[src/rtl/cache_refill_arbiter_pkg.sv]
// cache_refill_pkg
// Shared definitions for the cache refill arbiter and its benches:
//   - FSM state encoding (IDLE, REQ, BURST, WAIT_DONE)
//   - owner encoding (OWN_IC = 0, OWN_DC = 1)
//   - helpers that derive the beat count and line offset width
package cache_refill_pkg;

  localparam logic [1:0] S_IDLE      = 2'd0;
  localparam logic [1:0] S_REQ       = 2'd1;
  localparam logic [1:0] S_BURST     = 2'd2;
  localparam logic [1:0] S_WAIT_DONE = 2'd3;

  localparam logic OWN_IC = 1'b0;
  localparam logic OWN_DC = 1'b1;

  // Beats per line refill.
  function automatic int calc_beats(input int line_size, input int data_length);
    return line_size / (data_length / 8);
  endfunction

  // Byte-offset bits inside a line.
  function automatic int calc_offset_bits(input int line_size);
    return $clog2(line_size);
  endfunction

endpackage

[src/rtl/cache_refill_arbiter_if.sv]
// cache_refill_arbiter_if
// Bundles every non-clock signal of the refill arbiter.
//   master : arbiter view (receives misses/beats, drives mem_req and refill streams)
//   slave  : environment view (caches + memory)
// Signals:
//   flush                      pipeline flush
//   ic_/dc_miss, ic_/dc_addr   level miss requests and miss addresses
//   ic_/dc_refill_valid/_data  beat stream toward each cache
//   ic_/dc_refill_complete     cache reports line written
//   mem_req/mem_addr/mem_ack   memory read request handshake
//   mem_rvalid/mem_rdata       memory read beats
//   busy                       arbiter not idle
interface cache_refill_arbiter_if #(
  parameter int DATA_LENGTH = 32,
  parameter int ADDR_WIDTH  = 32
);
  logic                   flush;
  logic                   ic_miss;
  logic                   dc_miss;
  logic [ADDR_WIDTH-1:0]  ic_addr;
  logic [ADDR_WIDTH-1:0]  dc_addr;
  logic                   ic_refill_valid;
  logic                   dc_refill_valid;
  logic [DATA_LENGTH-1:0] ic_refill_data;
  logic [DATA_LENGTH-1:0] dc_refill_data;
  logic                   ic_refill_complete;
  logic                   dc_refill_complete;
  logic                   mem_req;
  logic [ADDR_WIDTH-1:0]  mem_addr;
  logic                   mem_ack;
  logic                   mem_rvalid;
  logic [DATA_LENGTH-1:0] mem_rdata;
  logic                   busy;

  modport master (
    input  flush, ic_miss, dc_miss, ic_addr, dc_addr,
    input  ic_refill_complete, dc_refill_complete,
    input  mem_ack, mem_rvalid, mem_rdata,
    output ic_refill_valid, dc_refill_valid, ic_refill_data, dc_refill_data,
    output mem_req, mem_addr, busy
  );

  modport slave (
    output flush, ic_miss, dc_miss, ic_addr, dc_addr,
    output ic_refill_complete, dc_refill_complete,
    output mem_ack, mem_rvalid, mem_rdata,
    input  ic_refill_valid, dc_refill_valid, ic_refill_data, dc_refill_data,
    input  mem_req, mem_addr, busy
  );
endinterface

[src/rtl/cache_refill_arbiter_rr_picker.sv]
// refill_rr_picker
// Two-requester round-robin picker, purely combinational.
//   req[1:0]    pending requests, indexed by owner encoding
//   last_grant  owner served most recently
//   grant       chosen owner (meaningful when valid)
//   valid       at least one request pending
module refill_rr_picker
  import cache_refill_pkg::*;
(
  input  logic [1:0] req,
  input  logic       last_grant,
  output logic       grant,
  output logic       valid
);
  always_comb begin
    valid = |req;
    grant = OWN_IC;
    if (&req)             grant = ~last_grant;  // tie: whoever was not served last
    else if (req[OWN_DC]) grant = OWN_DC;
  end
endmodule

[src/rtl/cache_refill_arbiter.sv]
// cache_refill_arbiter
// Shares one memory read port between the I-cache and D-cache miss paths.
// A granted miss becomes a line-aligned memory read; returned beats are
// forwarded to the owner one cycle later, then the arbiter waits for the
// owner's refill_complete before serving the next miss.
// Ports:
//   clk  single clock, rising edge
//   rst  synchronous active-high reset
//   bus  cache_refill_arbiter_if.master (misses, refill streams, memory port, busy)
module cache_refill_arbiter
  import cache_refill_pkg::*;
#(
  parameter int DATA_LENGTH = 32,
  parameter int LINE_SIZE   = 64,
  parameter int ADDR_WIDTH  = 32
) (
  input  logic                    clk,
  input  logic                    rst,
  cache_refill_arbiter_if.master  bus
);
  localparam int BEATS       = calc_beats(LINE_SIZE, DATA_LENGTH);
  localparam int OFFSET_BITS = calc_offset_bits(LINE_SIZE);
  localparam int CNT_W       = $clog2(BEATS) + 1;
  localparam logic [ADDR_WIDTH-1:0] LINE_MASK =
    {{(ADDR_WIDTH-OFFSET_BITS){1'b1}}, {OFFSET_BITS{1'b0}}};

  typedef struct packed {
    logic                  owner;
    logic [ADDR_WIDTH-1:0] line_addr;
  } grant_t;

  logic [1:0]                  state;
  grant_t                      cur;
  logic                        last_grant;
  logic                        drain;
  logic [CNT_W-1:0]            cnt;
  logic [1:0]                  refill_valid;
  logic [1:0][DATA_LENGTH-1:0] refill_data;

  logic [1:0]            miss;
  logic [1:0]            complete;
  logic                  pick;
  logic                  pick_valid;
  logic [ADDR_WIDTH-1:0] pick_addr;
  logic                  last_beat;
  logic                  eff_drain;

  assign miss     = {bus.dc_miss, bus.ic_miss};
  assign complete = {bus.dc_refill_complete, bus.ic_refill_complete};

  refill_rr_picker u_pick (
    .req        (miss),
    .last_grant (last_grant),
    .grant      (pick),
    .valid      (pick_valid)
  );

  assign pick_addr = (pick == OWN_DC) ? bus.dc_addr : bus.ic_addr;
  assign last_beat = bus.mem_rvalid && (cnt == CNT_W'(BEATS - 1));
  // A flush arriving mid-burst suppresses forwarding from that very beat on.
  assign eff_drain = drain | bus.flush;

  always_ff @(posedge clk) begin
    if (rst) begin
      state        <= S_IDLE;
      cur          <= '0;
      last_grant   <= OWN_DC;
      drain        <= 1'b0;
      cnt          <= '0;
      refill_valid <= '0;
      refill_data  <= '0;
    end else begin
      refill_valid <= '0;
      case (state)
        S_IDLE: begin
          if (!bus.flush && pick_valid) begin
            cur.owner     <= pick;
            cur.line_addr <= pick_addr & LINE_MASK;
            state         <= S_REQ;
          end
        end
        S_REQ: begin
          if (bus.mem_ack) begin
            // Request is committed to memory; a flush here can only drain it.
            cnt   <= '0;
            drain <= bus.flush;
            state <= S_BURST;
          end else if (bus.flush) begin
            last_grant <= cur.owner;
            state      <= S_IDLE;
          end
        end
        S_BURST: begin
          if (bus.flush) drain <= 1'b1;
          if (bus.mem_rvalid) begin
            cnt <= cnt + 1'b1;
            if (!eff_drain) begin
              refill_valid[cur.owner] <= 1'b1;
              refill_data[cur.owner]  <= bus.mem_rdata;
            end
            if (last_beat) begin
              if (eff_drain) begin
                drain      <= 1'b0;
                last_grant <= cur.owner;
                state      <= S_IDLE;
              end else begin
                state <= S_WAIT_DONE;
              end
            end
          end
        end
        S_WAIT_DONE: begin
          if (bus.flush || complete[cur.owner]) begin
            last_grant <= cur.owner;
            state      <= S_IDLE;
          end
        end
        default: state <= S_IDLE;
      endcase
    end
  end

  assign bus.mem_req         = (state == S_REQ);
  assign bus.mem_addr        = cur.line_addr;
  assign bus.busy            = (state != S_IDLE);
  assign bus.ic_refill_valid = refill_valid[OWN_IC];
  assign bus.dc_refill_valid = refill_valid[OWN_DC];
  assign bus.ic_refill_data  = refill_data[OWN_IC];
  assign bus.dc_refill_data  = refill_data[OWN_DC];

endmodule

[src/flat_wrapper.sv]
// flat-port wrapper written by rule: the top's interface ports become plain ports
module cache_refill_arbiter_flat import cache_refill_pkg::*;
#(
  parameter int DATA_LENGTH = 32,
  parameter int LINE_SIZE   = 64,
  parameter int ADDR_WIDTH  = 32
)
  (clk, rst, bus_flush, bus_ic_miss, bus_dc_miss, bus_ic_addr, bus_dc_addr, bus_ic_refill_complete, bus_dc_refill_complete, bus_mem_ack, bus_mem_rvalid, bus_mem_rdata, bus_ic_refill_valid, bus_dc_refill_valid, bus_ic_refill_data, bus_dc_refill_data, bus_mem_req, bus_mem_addr, bus_busy);
  cache_refill_arbiter_if #(.DATA_LENGTH(DATA_LENGTH), .ADDR_WIDTH(ADDR_WIDTH)) bus_i ();
  input  logic clk;
  input  logic rst;
  input wire logic [$bits(bus_i.flush)-1:0] bus_flush;
  input wire logic [$bits(bus_i.ic_miss)-1:0] bus_ic_miss;
  input wire logic [$bits(bus_i.dc_miss)-1:0] bus_dc_miss;
  input wire logic [$bits(bus_i.ic_addr)-1:0] bus_ic_addr;
  input wire logic [$bits(bus_i.dc_addr)-1:0] bus_dc_addr;
  input wire logic [$bits(bus_i.ic_refill_complete)-1:0] bus_ic_refill_complete;
  input wire logic [$bits(bus_i.dc_refill_complete)-1:0] bus_dc_refill_complete;
  input wire logic [$bits(bus_i.mem_ack)-1:0] bus_mem_ack;
  input wire logic [$bits(bus_i.mem_rvalid)-1:0] bus_mem_rvalid;
  input wire logic [$bits(bus_i.mem_rdata)-1:0] bus_mem_rdata;
  output wire logic [$bits(bus_i.ic_refill_valid)-1:0] bus_ic_refill_valid;
  output wire logic [$bits(bus_i.dc_refill_valid)-1:0] bus_dc_refill_valid;
  output wire logic [$bits(bus_i.ic_refill_data)-1:0] bus_ic_refill_data;
  output wire logic [$bits(bus_i.dc_refill_data)-1:0] bus_dc_refill_data;
  output wire logic [$bits(bus_i.mem_req)-1:0] bus_mem_req;
  output wire logic [$bits(bus_i.mem_addr)-1:0] bus_mem_addr;
  output wire logic [$bits(bus_i.busy)-1:0] bus_busy;
  assign bus_i.flush = bus_flush;
  assign bus_i.ic_miss = bus_ic_miss;
  assign bus_i.dc_miss = bus_dc_miss;
  assign bus_i.ic_addr = bus_ic_addr;
  assign bus_i.dc_addr = bus_dc_addr;
  assign bus_i.ic_refill_complete = bus_ic_refill_complete;
  assign bus_i.dc_refill_complete = bus_dc_refill_complete;
  assign bus_i.mem_ack = bus_mem_ack;
  assign bus_i.mem_rvalid = bus_mem_rvalid;
  assign bus_i.mem_rdata = bus_mem_rdata;
  assign bus_ic_refill_valid = bus_i.ic_refill_valid;
  assign bus_dc_refill_valid = bus_i.dc_refill_valid;
  assign bus_ic_refill_data = bus_i.ic_refill_data;
  assign bus_dc_refill_data = bus_i.dc_refill_data;
  assign bus_mem_req = bus_i.mem_req;
  assign bus_mem_addr = bus_i.mem_addr;
  assign bus_busy = bus_i.busy;
  cache_refill_arbiter #(.DATA_LENGTH(DATA_LENGTH), .LINE_SIZE(LINE_SIZE), .ADDR_WIDTH(ADDR_WIDTH)) u_core (.clk(clk), .rst(rst), .bus(bus_i));
endmodule
[config.mk]
export PLATFORM = sky130hd
export DESIGN_NAME = cache_refill_arbiter_flat
export DESIGN_NICKNAME = d
export VERILOG_FILES = /design/src/rtl/cache_refill_arbiter_pkg.sv /design/src/rtl/cache_refill_arbiter_if.sv /design/src/rtl/cache_refill_arbiter_rr_picker.sv /design/src/rtl/cache_refill_arbiter.sv /design/src/flat_wrapper.sv
export SDC_FILE = /design/constraint.sdc
export NUM_CORES = 1
export LEC_CHECK = 0
export ABC_AREA = 1
export BUFFER_PORTS_ARGS = -buffer_cell sky130_fd_sc_hd__buf_2
export CAP_MARGIN = 10
export CORE_UTILIZATION = 40
export CTS_CLUSTER_SIZE = 8
export DETAILED_ROUTE_END_ITERATION = 16
export PLACE_DENSITY = 0.72
export SETUP_SLACK_MARGIN = 0.1
export SYNTH_ARGS = -nofsm -noshare
export SYNTH_HDL_FRONTEND = slang
export SYNTH_SLANG_ARGS = --single-unit
[constraint.sdc]
create_clock -name clk -period 2.2 [get_ports clk]
set_clock_uncertainty 0.15 [all_clocks]
set_input_delay 0.22 -clock clk [delete_from_list [all_inputs] [get_ports clk]]
set_output_delay 0.22 -clock clk [all_outputs]
set_load 0.1 [all_outputs]
==> key figures <==
Run status
  • Status: finished clean

Place
  • Post-DP Area: 5110 um2
  • Final GP Congestion: 0.819
  • Port-buffer cells: 186
  • Dpl hpwl: 6.79 mm
  • # placed instances: 849
  • DP Worst Slack: 0.356 ns

Final layout
  • # diodes: 0
  • Syn-to-layout area delta: 30.8%
  • Non-Filler Instances: 904
  • Layout cell share with drive strength beyond 1: 28.0%
  • Final instance area: 5690 um2
  • Nets@finish: 870

Global route
  • GRT Util Overall: 18.6%
  • Vias in the first global route: 3,892
  • Largest net degree at the start of global routing: 70
  • Global-route wire length before repair: 17.0 mm
  • Overflow after GRT: 0
  • Initial antenna violation count: 0

Power
  • Total power per unit cell area: 1010 nW/um2
  • VDD IR max: 0.539 mV
  • Pleak: 2.64 nW
  • Power, Total: 0.00576 W

Hold path
  • Min-delay src: bus_ic_addr[16]
  • Tightest Hold Check Type: primary input to register

Synthesis
  • Post-synthesis adder-cell area fraction: 0.575%
  • Post-synth EDFFs: 0
  • Xor/xnor share of the synthesized area: 0%
  • Synth cell types: 22
  • Compound-cell area share of the yosys netlist: 22.6%
  • Area fraction of the dominant cell type after synthesis: 47.0%
  • Yosys reg bits: 102
  • Syn_area_per_cell: 7.47 um2
  • Area contributors post-synth: dfxtp_1, a21oi_1, inv_1, o21ai_0, nor2_1
  • Main synth FF type: dfxtp_1
  • Ys Warns: 0
  • Post-synth top cells: dfxtp_1, a21oi_1, inv_1
  • Most numerous cell in the Yosys netlist: dfxtp_1
  • Leading area contributor after synthesis: dfxtp_1
  • Combinational family with the most area after synthesis: compound AO/OA/AOI/OAI gates
  • Seq/Total Area, Yosys: 47.0%
  • Post-synth ARST share: 0%
  • Post-synthesis mux area share: 0%
  • Synth Area in Simple Gates: 12.0%
  • Synthesized cell area: 4350 um2
  • Synth Instances: 582

Detailed routing
  • Vias post-DR: 4,167
  • First-pass detailed-route iteration total: 4
  • Drt via density: 4.61
  • DRT antenna net count: 0
  • DRT iter0 DRCs: 295
  • Post-route DRC violation count: 0
  • DRT Wirelength: 10.5 mm
  • Routed WL per cell: 11.6 um

STA
  • Rel. slew slack: 56.4%
  • Least-Margin Pin Slew: 0.654 ns
  • RSZ-0062 raised after global routing: no
  • Final setup TNS: 0 ns
  • Max-slew violation count: 0
  • Finish-stage setup viols: 0
  • Post-route setup slack: 0.345 ns
  • Hold violation count in the final report: 0
  • Period utilization: 84.3%
  • Max Fclk: 0.539 GHz
  • Min Clock Period, post-route: 1.86 ns

Worst setup path
  • Launching point of the worst reg2reg path: u_core.cnt[0]
  • Critical path startpoint: u_core.cnt[0]
  • Crit. End Element: register
  • Worst-path fanout max: 4
  • CP peak stage delay: 0.39 ns
  • Startpoint Class: register
  • CP Cell Sequence: ha_1, inv_1, nor3_1, ha_1, nand2_1, inv_1, nor2_1, a21oi_1, nand2_1, o21ai_0, inv_1
  • Arrival time at the worst endpoint: 1.96 ns
  • Slowest CP cell: dfxtp_1
  • CP dominant cell by count: inv_1
  • Critical path type: register to register
  • CP required: 2.31 ns

Floorplan
  • CORE AREA: 10,400 um2
  • Std-Cell Rows: 37
  • DIE WIDTH: 106 um
  • Die footprint: 11,300 um2
  • DIE HEIGHT: 106 um
  • I/O pin total: 205
  • Initial Util: 41.8%

CTS
  • CTS tree: done
  • Root buf cell: clkbuf_8
  • CTS Hold Buffers Added: 38
  • Clk Latency, worst-skew pair: 0.35 ns
  • Quantity of gates resized following cts: 0
  • Total CTS buffers: 9
  • Worst-path clk slew: 0.11 ns
  • CTS HTree Levels: 3
  • Clk buf depth: 2
  • Setup bufs post-CTS: 0
  • Clock Sinks: 102

Job
  • Max cap viols: 0
flip-flops by register name, indices dropped and copies added, names as in the netlist:
signal,count
u_core.state,2
u_core.drain,1
u_core.cur,1
u_core.bus.dc_refill_data,32
u_core.cnt,5
u_core.refill_valid,2
u_core.last_grant,1
u_core.bus.mem_addr,26
u_core.bus.ic_refill_data,32
critical path: cells and delay by family, from the launching register on:
family,cells,cell delay [ns]
compound gates,2,0.38
simple gates,4,0.35
buf+inv,3,0.14
flops,1,0.39
fa+ha+maj,2,0.35
stage by stage:
stage | hold slack (ns) | utilization (%)
2_1_floorplan | 0.244 | -
3_3_place_gp | 0.278 | 49.0
3_5_place_dp | 0.281 | 49.0
4_1_cts | 0.000713 | 54.5
5_1_grt | 0.00528 | 54.6
6_report | 0.0183 | 54.6
cells in the final DEF, fill, tap and decap left out:
cell	count
a211oi_1	1
a21oi_1	97
buf_12	3
buf_2	186
buf_4	3
clkbuf_8	9
clkinv_2	1
clkinv_4	1
clkinv_8	1
clkinvlp_4	1
conb_1	6
dfxtp_1	102
dlygate4sd3_1	39
ha_1	2
inv_1	80
inv_2	2
inv_6	2
inv_8	1
nand2_1	48
nand2_2	1
nand3_1	7
nand3_2	2
nor2_1	69
nor2_2	1
nor2_4	1
nor3_1	3
nor3b_1	1
o21ai_0	54
o21ai_1	43
o22ai_1	1
kinds of logic (layout without fill, tap and decap cells):
logic type               after synthesis  in the layout
flip-flops                           102            102
AO/OA/AOI/OAI                        196            196
adder cells (fa/ha/maj)                2              2
buffers and inverters                148            329
other                                  1              6
AND/OR/NAND/NOR                      133            133
path summary, 6_finish.rpt:
| check | endpoint | slack, ns | depth (start not counted) |
|---|---|---|---|
| worst max-delay path | u_core.state[1] | 0.34 | 11 |
| worst min-delay path | u_core.bus.mem_addr[16] | 0.02 | 3 |
| worst max register to register | u_core.state[1] | 0.34 | 11 |
| worst min register to register | u_core.bus.ic_refill_data[31] | 0.29 | 2 |
layout make-up:
| cell class | instances | area, um2 |
|---|---|---|
| clock buffer | 9 | 124 |
| timing repair buffer | 231 | 1400 |
| inverter | 82 | 308 |
| multi-input combinational | 337 | 1570 |
| clock inverter | 7 | 66.3 |
| fill | 964 | 4730 |
| sequential | 102 | 2040 |
| tap | 136 | 170 |
where the power goes:
part           internal, W  total, W  switching, W
combinational     0.000485   0.00246       0.00197
sequential         0.00205   0.00217      0.000119
clock             0.000438   0.00113      0.000695
total              0.00297   0.00576       0.00279
routing by layer:
layer	part of all wire, %	wire, um	vias to the layer above	track usage [%]
li1	-	-	2185	-
met1	43	4490	1819	20.4
met2	48	4990	157	33.7
met3	8.8	915	6	6.44
met4	0.65	68	0	4.86
met5	0	0	-	0
(Power assumes the default switching activity.)
